<file path="src/rtl/lights_seq_if.sv">
// Purpose: request/status bundle between a step-request source and lights_seq.
// Ports:   master drives man_req, burst_go, burst_len, auto_en, period;
//          slave (lights_seq) drives button, grant, busy, burst_drop, step_cnt.
interface lights_seq_if;
  logic       man_req;
  logic       burst_go;
  logic [3:0] burst_len;
  logic       auto_en;
  logic [7:0] period;
  logic       button;
  logic [1:0] grant;
  logic       busy;
  logic       burst_drop;
  logic [7:0] step_cnt;

  modport master (
    output man_req, burst_go, burst_len, auto_en, period,
    input  button, grant, busy, burst_drop, step_cnt
  );

  modport slave (
    input  man_req, burst_go, burst_len, auto_en, period,
    output button, grant, busy, burst_drop, step_cnt
  );
endinterface

</file>
<file path="src/rtl/lights_seq.sv">
// Purpose: arbitrates manual / burst / auto step requesters (priority in that
//          order) and drives a registered button strobe to the lights datapath.
// Ports:   clk, rst_n (async active-low); bus (lights_seq_if.slave) carries the
//          requests in and button/grant/busy/burst_drop/step_cnt out.
//          Every output is registered: requests seen at edge n show at edge n.
module lights_seq (
  input  logic         clk,
  input  logic         rst_n,
  lights_seq_if.slave  bus
);

  // grant code doubles as the state encoding
  localparam logic [1:0] S_IDLE   = 2'b00;
  localparam logic [1:0] S_MANUAL = 2'b01;
  localparam logic [1:0] S_BURST  = 2'b10;
  localparam logic [1:0] S_AUTO   = 2'b11;

  logic [1:0] state_q, state_d;
  logic [3:0] rem_q, rem_d;
  logic [7:0] timer_q, timer_d;
  logic [7:0] step_q, step_d;
  logic       button_q, button_d;
  logic       busy_q, busy_d;
  logic       drop_q, drop_d;

  logic       burst_acc;
  logic [3:0] rem_eff;
  logic       auto_ok;
  logic       auto_win;
  logic       auto_fire;

  always_comb begin
    // a new burst is only taken when nothing is outstanding (running or preempted)
    burst_acc = bus.burst_go && (bus.burst_len != 4'd0) && (rem_q == 4'd0);
    drop_d    = bus.burst_go && (rem_q != 4'd0);
    rem_eff   = burst_acc ? bus.burst_len : rem_q;

    // the timer only advances while nobody else owns the button; AUTO counts as
    // idle so consecutive pulses are exactly period+1 cycles apart
    auto_ok   = bus.auto_en && (bus.period != 8'd0);
    auto_win  = auto_ok && ((state_q == S_IDLE) || (state_q == S_AUTO));
    auto_fire = auto_win && (timer_q >= bus.period);

    state_d = S_IDLE;
    rem_d   = rem_eff;
    if (bus.man_req) begin
      state_d = S_MANUAL;                 // burst remainder stays frozen
    end else if (rem_eff != 4'd0) begin
      state_d = S_BURST;
      rem_d   = rem_eff - 4'd1;           // this cycle is one of the burst steps
    end else if (auto_fire) begin
      state_d = S_AUTO;
    end

    timer_d = timer_q;
    if (!auto_ok) begin
      timer_d = 8'd0;
    end else if (auto_win) begin
      if (auto_fire) begin
        // expiry lost to a higher-priority requester: hold at period so the
        // pulse goes out on the first cycle we are idle again
        if (state_d == S_AUTO) timer_d = 8'd0;
      end else begin
        timer_d = timer_q + 8'd1;
      end
    end

    button_d = (state_d != S_IDLE);
    busy_d   = (state_d != S_IDLE);
    step_d   = step_q + {7'd0, button_d};
  end

  always_ff @(posedge clk or negedge rst_n) begin
    if (!rst_n) begin
      state_q  <= S_IDLE;
      rem_q    <= 4'd0;
      timer_q  <= 8'd0;
      step_q   <= 8'd0;
      button_q <= 1'b0;
      busy_q   <= 1'b0;
      drop_q   <= 1'b0;
    end else begin
      state_q  <= state_d;
      rem_q    <= rem_d;
      timer_q  <= timer_d;
      step_q   <= step_d;
      button_q <= button_d;
      busy_q   <= busy_d;
      drop_q   <= drop_d;
    end
  end

  assign bus.button     = button_q;
  assign bus.grant      = state_q;
  assign bus.busy       = busy_q;
  assign bus.burst_drop = drop_q;
  assign bus.step_cnt   = step_q;

endmodule

</file>
<file path="src/flat_wrapper.sv">
// flat-port wrapper written by rule: the top's interface ports become plain ports
module lights_seq_flat 
  (clk, rst_n, bus_man_req, bus_burst_go, bus_burst_len, bus_auto_en, bus_period, bus_button, bus_grant, bus_busy, bus_burst_drop, bus_step_cnt);
  lights_seq_if bus_i ();
  input  logic clk;
  input  logic rst_n;
  input wire logic [$bits(bus_i.man_req)-1:0] bus_man_req;
  input wire logic [$bits(bus_i.burst_go)-1:0] bus_burst_go;
  input wire logic [$bits(bus_i.burst_len)-1:0] bus_burst_len;
  input wire logic [$bits(bus_i.auto_en)-1:0] bus_auto_en;
  input wire logic [$bits(bus_i.period)-1:0] bus_period;
  output wire logic [$bits(bus_i.button)-1:0] bus_button;
  output wire logic [$bits(bus_i.grant)-1:0] bus_grant;
  output wire logic [$bits(bus_i.busy)-1:0] bus_busy;
  output wire logic [$bits(bus_i.burst_drop)-1:0] bus_burst_drop;
  output wire logic [$bits(bus_i.step_cnt)-1:0] bus_step_cnt;
  assign bus_i.man_req = bus_man_req;
  assign bus_i.burst_go = bus_burst_go;
  assign bus_i.burst_len = bus_burst_len;
  assign bus_i.auto_en = bus_auto_en;
  assign bus_i.period = bus_period;
  assign bus_button = bus_i.button;
  assign bus_grant = bus_i.grant;
  assign bus_busy = bus_i.busy;
  assign bus_burst_drop = bus_i.burst_drop;
  assign bus_step_cnt = bus_i.step_cnt;
  lights_seq u_core (.clk(clk), .rst_n(rst_n), .bus(bus_i));
endmodule
</file>
<file path="config.mk">
export PLATFORM = sky130hd
export DESIGN_NAME = lights_seq_flat
export DESIGN_NICKNAME = d
export VERILOG_FILES = /design/src/rtl/lights_seq_if.sv /design/src/rtl/lights_seq.sv /design/src/flat_wrapper.sv
export SDC_FILE = /design/constraint.sdc
export NUM_CORES = 1
export LEC_CHECK = 0
export CORE_MARGIN = 5
export CORE_UTILIZATION = 35
export CTS_CLUSTER_DIAMETER = 150
export DETAILED_ROUTE_END_ITERATION = 16
export GPL_ROUTABILITY_DRIVEN = 0
export PLACE_DENSITY_LB_ADDON = 0.08
export SLEW_MARGIN = 25
export SYNTH_ARGS = -nofsm -noshare
export SYNTH_HDL_FRONTEND = slang
export SYNTH_SLANG_ARGS = --single-unit
export TNS_END_PERCENT = 20
</file>
<file path="constraint.sdc">
create_clock -name clk -period 2.9 [get_ports clk]
set_input_delay 0.435 -clock clk [delete_from_list [all_inputs] [get_ports clk]]
set_output_delay 0.435 -clock clk [all_outputs]
set_load 0.01 [all_outputs]
</file>
==> flow_summary_export.csv, run 1 <==
group,metric,value,unit
outcome,status,"complete, no violations",
drt,drcViolationCount,0,
synth,synth_area_leaders,"dfrtp_1 (41%), ha_1 (10%), nand2_1 (3.9%)",
sta,slew_viol_final,0,
synth,netlist.area_leader.share,41.31,%
flow_run,drv_cap,0,
floorplan,rows,23,
drt,first_pass_iters,4,
clock_network,cts_made_buffers,3,
global_routing,gr-total-overflow,0,
pwr,p_per_area,710.6,nW/um2
clock_network,post_cts_resized,0,
critical_path,cp_num_buf_inv,2,
global_routing,grt_usage,12.62,%
clock_network,post-cts-setup-buffers,0,
synth,yosysMostFrequentCell,"dfrtp_1",
sta,rsz0062_at_grt,"false",
synth,syn_avg_cell_area,10.10,um2
pwr,p_leak,0.8583,nW
clock_network,hold_buffers,0,
floorplan,ios,30,
sta,finalSetupTns,0,ns
clock_network,tritoncts,"done",
synth,ys.warnings.count,0,
sta,fin_skew,0.005069,ns
floorplan,core,4000,um2
drt,antenna_left,0,
clock_network,cts_sinks,24,
sta,tightestPinTransition,0.5526,ns
drt,vias_per_cell,5.115,
critical_path,cp_max_fo,2,
synth,synthCells,144,
critical_path,critPathRequiredTime,3.09,ns
clock_network,clkLatencyLatePin,0.27,ns
placement,dp_cells,231,
critical_path,crit_family,"adder cells",
drt,routedWlPerCell,13.85,um
global_routing,grt_max_degree,25,
synth,yosysTopAreaCell,"dfrtp_1",
sta,fmax,0.3613,GHz
critical_path,reg2regPathDepth,11,
critical_path,regToRegStartpoint,"u_core.timer_q[2]$_DFFE_PN0P_",
critical_path,path_class,"input pin to flop",
critical_path,cp_slowest_cell,"clkdlybuf4s50_1",
critical_path,critPathMaxStageDelay,0.48,ns
drt,drt_iter0_markers,58,
critical_path,regToRegSetupSlack,0.37,ns
clock_network,clockRootBuffer,"clkbuf_8",
floorplan,die_x,74.45,um
clock_network,clk_pin_slew,0.09,ns
floorplan,start_util,36.35,%
synth,ys_ff_latch,24,
sta,finalHoldViolCount,0,
sta,fin_crit_sh,95.45,%
critical_path,r2r_end,"u_core.bus.step_cnt[6]$_DFF_PN0_",
sta,fin_crit,2.768,ns
synth,synthFlopType,"dfrtp_1",
drt,drt_wl_total,3254,um
worst_hold_path,hold_path.class,"flop to flop",
finish,final_layout_size_suffix_gt1_share,11.35,%
global_routing,grt_pass1_vias,1209,
sta,hold_slack,0.4855,ns
sta,finalSetupViolations,0,
critical_path,end_kind,"flop",
synth,synth.top_cells.by_count,"dfrtp_1 (24), nand2_1 (15), ha_1 (12), inv_1 (12), nand3_1 (9)",
synth,ys_seq_area_share,41.31,%
placement,dp_hpwl,2616,um
worst_hold_path,hp-start,"u_core.bus.step_cnt[7]$_DFF_PN0_",
synth,syn_area,1454,um2
critical_path,crit_arrival,2.95,ns
placement,portBuffers,29,
drt,vias,1202,
finish,area.growth.synth_to_final,33.56,%
critical_path,crit_chain,"clkdlybuf4s50_1 > inv_1 > ha_1 > a211o_1 > a31oi_2 > o311ai_4 > nand3_1 > nand3b_1 > ha_1 > ha_1 > and3_1 > nand3_1 > xnor2_1",
synth,synth_nets,173,
pwr,max-vdd-ir-drop,0.3688,mV
floorplan,fp.dieArea,5543,um2
clock_network,ctsLongestPathBuffers,2,
synth,synth_edf_count,0,
clock_network,cts-htree-levels,1,
finish,diodes,0,
global_routing,grt_pass1_wl,5464,um
finish,finalNonFillerCells,235,
worst_hold_path,hold_path_depth,1,
worst_hold_path,whs_endpoint,"u_core.bus.step_cnt[7]$_DFF_PN0_",
floorplan,die_y,74.45,um
synth,ys_types,41,
finish,num-nets-final,215,
synth,async_reset_ff_share,100.0,%
sta,slew_headroom,63.04,%
critical_path,worst_path_most_repeated_cell,"ha_1",
critical_path,cp-start-kind,"input pin",
global_routing,antenna_found_initial,0,
final cells by class:
type	instances	area (um2)
Clock inverter	1	30.03
Sequential cell	24	600.6
Multi-Input combinational cell	106	797.0
Tap cell	50	62.56
Fill cell	373	2058
Timing Repair Buffer	39	365.4
Inverter	12	45.04
Clock buffer	3	41.29
per-layer routing:
layer / vias to the layer above / GRT usage (%) / wire length, um / share of wire [%]
met5: - / 0 / 0 / 0
met2: 22 / 21.85 / 1649 / 51
met1: 566 / 16.00 / 1425 / 44
li1: 612 / - / - / -
met3: 2 / 3.649 / 162 / 5.0
met4: 0 / 1.779 / 17 / 0.52
placed cells by master (no fill, tap or decap), types with 2 or more instances in the layout:
cell and instances:
a21oi_1 3, inv_1 12, xor2_1 3, nand2_1 15, a31oi_1 2, nor2_1 7
ha_1 12, clkdlybuf4s50_1 29, nor4_1 2, nand4_1 5, clkbuf_8 3, mux2i_1 4
dfrtp_1 24, o31ai_1 2, buf_4 10, nand3_1 9, o21ai_0 3, nor3_1 3
nand3b_1 2, o21ai_1 4, o32ai_1 3, xnor2_1 6, a211o_1 2
stage by stage:
step	worst slack, ns	cell area [um2]	total power [mW]	util [%]
global placement	-0.05049	1871	1.088	46.76
CTS	0.1234	1942	1.404	48.55
floorplan	0.4262	1454	0.8289	-
finish	0.1321	1942	1.380	48.55
global route	0.02458	1942	1.483	48.55
detailed placement	-0.1572	1871	1.105	46.76
where the power goes:
group	internal (mW)	switching (mW)	leakage, nW
sequential	0.434	0.116	0.299
clock	0.184	0.105	0.0357
combinational	0.297	0.243	0.523
cell families after synthesis:
| kind of cell | share of synthesized area [%] |
|---|---|
| AO/OA/AOI/OAI | 17.21 |
| XOR/XNOR | 5.422 |
| adder cells (fa/ha/maj) | 10.33 |
| buffers and inverters | 3.872 |
| flip-flops | 41.31 |
| multiplexers | 2.754 |
| AND/OR/NAND/NOR | 19.11 |
registers in the layout, indices dropped and copies added (netlist names):
name                   count
u_core.timer_q             8
u_core.rem_q               4
u_core.bus.grant           2
u_core.bus.button          1
u_core.bus.burst_drop      1
u_core.bus.step_cnt        8
worst max path at each step:
stage                  start  slack [ns]  cells past startpoint                          endpoint
2_1_floorplan  bus_period[2]        0.43                     12  u_core.bus.step_cnt[6]$_DFF_PN0_
4_1_cts        bus_period[2]        0.12                     13  u_core.bus.step_cnt[6]$_DFF_PN0_
5_1_grt        bus_period[2]        0.02                     13  u_core.bus.step_cnt[6]$_DFF_PN0_
3_5_place_dp   bus_period[2]       -0.16                     13  u_core.bus.step_cnt[6]$_DFF_PN0_
6_report       bus_period[2]        0.13                     13  u_core.bus.step_cnt[6]$_DFF_PN0_
3_3_place_gp   bus_period[2]       -0.05                     13  u_core.bus.step_cnt[6]$_DFF_PN0_
No activity file was read; power rests on OpenSTA's default activity.
==> run 2, diff against run 1 <==
- CORE_ASPECT_RATIO: unset -> 2
- clock period: 2.9 -> 3.43 ns (I/O delays scaled with it)
==> run 2 against run 1 <==
Cell area decreased by 4.1%. Flip-flop and latch count unchanged. Via count increased by 4.2%. Clock-buffer cell count increased by 1. Critical path depth unchanged. Combinational power decreased by 20%. Cell count decreased by 2.6%. Routed wire length increased by 5.0%. Sequential share of layout area increased by 1.3 points. Clock power decreased by 35%. Critical endpoint unchanged. Sequential power decreased by 16%. Clock skew decreased by 0.0027 ns.
==> flow_summary_export.csv, run 2 (same netlist as run 1, synthesis figures left out) <==
group,metric,value,unit
floorplan,die_y,101.2,um
finish,num-nets-final,207,
sta,tightestPinTransition,0.6272,ns
outcome,status,"complete, no violations",
finish,fillers,440,
clock_network,clkLatencyLatePin,0.26,ns
critical_path,worst_path_most_repeated_cell,"ha_1",
drt,drt_iter0_markers,26,
finish,finalNonFillerCells,229,
global_routing,antenna_found_initial,0,
critical_path,cp_slowest_cell,"clkdlybuf4s50_1",
pwr,p_leak,0.8130,nW
flow_run,drv_cap,0,
floorplan,ios,30,
clock_network,post-cts-setup-buffers,0,
placement,placed_area,1808,um2
finish,stdcell_area,1863,um2
clock_network,clockRootBuffer,"clkbuf_8",
drt,vias,1252,
critical_path,reg2regPathDepth,11,
sta,fin_crit_sh,87.69,%
finish,multi_input_area,797.0,um2
drt,vias_per_cell,5.467,
global_routing,grt_pass1_vias,1366,
clock_network,tritoncts,"done",
global_routing,gr-total-overflow,0,
sta,finalSetupTns,0,ns
pwr,max-vdd-ir-drop,0.1918,mV
finish,diodes,0,
global_routing,grt_usage,13.56,%
floorplan,fp.dieArea,5621,um2
drt,routedWlPerCell,14.93,um
critical_path,cp-start-kind,"input pin",
global_routing,grt_pass1_wl,6044,um
floorplan,start_util,35.93,%
clock_network,clk_pin_slew,0.08,ns
finish,final_layout_size_suffix_gt1_share,7.910,%
clock_network,cts-htree-levels,1,
critical_path,critPathMaxStageDelay,0.48,ns
critical_path,crit_chain,"clkdlybuf4s50_1 > inv_1 > ha_1 > a211o_1 > a31oi_2 > o311ai_4 > nand3_1 > nand3b_1 > ha_1 > ha_1 > and3_1 > nand3_1 > xnor2_1",
placement,dp_hpwl,2873,um
critical_path,cp_num_cells,13,
drt,first_pass_iters,4,
worst_hold_path,hold_path.class,"input pin to async pin",
critical_path,crit_arrival,3.19,ns
clock_network,cts_sinks,24,
sta,finalHoldViolCount,0,
critical_path,crit_family,"adder cells",
clock_network,post_cts_resized,0,
floorplan,rows,33,
placement,dp_cells,225,
clock_network,ctsLongestPathBuffers,2,
global_routing,grt_max_degree,25,
sta,slew_headroom,58.05,%
critical_path,cp_max_fo,6,
sta,finalSetupViolations,0,
clock_network,hold_buffers,0,
sta,slew_viol_final,0,
pwr,p_per_area,579.2,nW/um2
finish,final_common_cell,"clkdlybuf4s50_1",
critical_path,end_kind,"flop",
drt,drt_wl_total,3418,um
sta,rsz0062_at_grt,"false",
floorplan,die_x,55.58,um
sta,fin_skew,0.002389,ns
drt,antenna_left,0,
finish,area.sequential,600.6,um2
placement,portBuffers,29,
drt,drcViolationCount,0,
clock_network,cts_made_buffers,3,
critical_path,critPathRequiredTime,3.62,ns
sta,fmax,0.3325,GHz
sta,fin_crit,3.008,ns
finish,area.growth.synth_to_final,28.14,%
critical_path,cp_num_buf_inv,2,
finish,final_cell_mix,"clkdlybuf4s50_1 (28), dfrtp_1 (24), nand2_1 (15)",
critical_path,path_class,"input pin to flop",
floorplan,core,4046,um2
## run 2: metal layers
layer  share of wire, %  global-route usage (%)
met1                 35                   12.32
met4                4.5                   8.989
met3                5.4                   2.551
met2                 55                   26.46
met5                  0                       0
## run 2: area by class of cell
class                      count  share of cell area (%)
multi-input combinational    106                   42.78
sequential                    24                   32.24
timing repair buffer          31                   16.12
tap                           52                   3.492
clock buffer                   4                   2.955
inverter                      12                   2.418
## run 2: through the flow
step / util, % / hold slack [ns] / total power [mW] / worst slack, ns
final: 46.04 / 0.2211 / 1.079 / 0.4223
after global placement: 44.81 / 0.4628 / 0.8900 / 0.2741
after CTS: 46.04 / 0.2403 / 1.099 / 0.3962
after detailed placement: 44.68 / 0.4674 / 0.9052 / 0.1184
after global routing: 46.04 / 0.2731 / 1.164 / 0.3119
after floorplan: - / 0.2189 / 0.7008 / 0.8767
## run 2: final timing paths
kind	from	slack, ns	end
max in group asynchronous	rst_n	2.85	u_core.rem_q[3]$_DFF_PN0_
worst min-delay path	rst_n	0.22	u_core.bus.step_cnt[4]$_DFF_PN0_
min in group clk	u_core.bus.step_cnt[7]$_DFF_PN0_	0.48	u_core.bus.step_cnt[7]$_DFF_PN0_
worst min register to register	u_core.bus.step_cnt[7]$_DFF_PN0_	0.48	u_core.bus.step_cnt[7]$_DFF_PN0_
worst max register to register	u_core.timer_q[2]$_DFFE_PN0P_	0.73	u_core.bus.step_cnt[6]$_DFF_PN0_
worst max-delay path	bus_period[2]	0.42	u_core.bus.step_cnt[6]$_DFF_PN0_
## run 2: power breakdown
group	leakage [nW]	switching (mW)	internal [mW]	total [mW]
Combinational	0.485	0.205	0.225	0.430
Sequential	0.299	0.0935	0.367	0.460
Clock	0.0288	0.0865	0.102	0.189
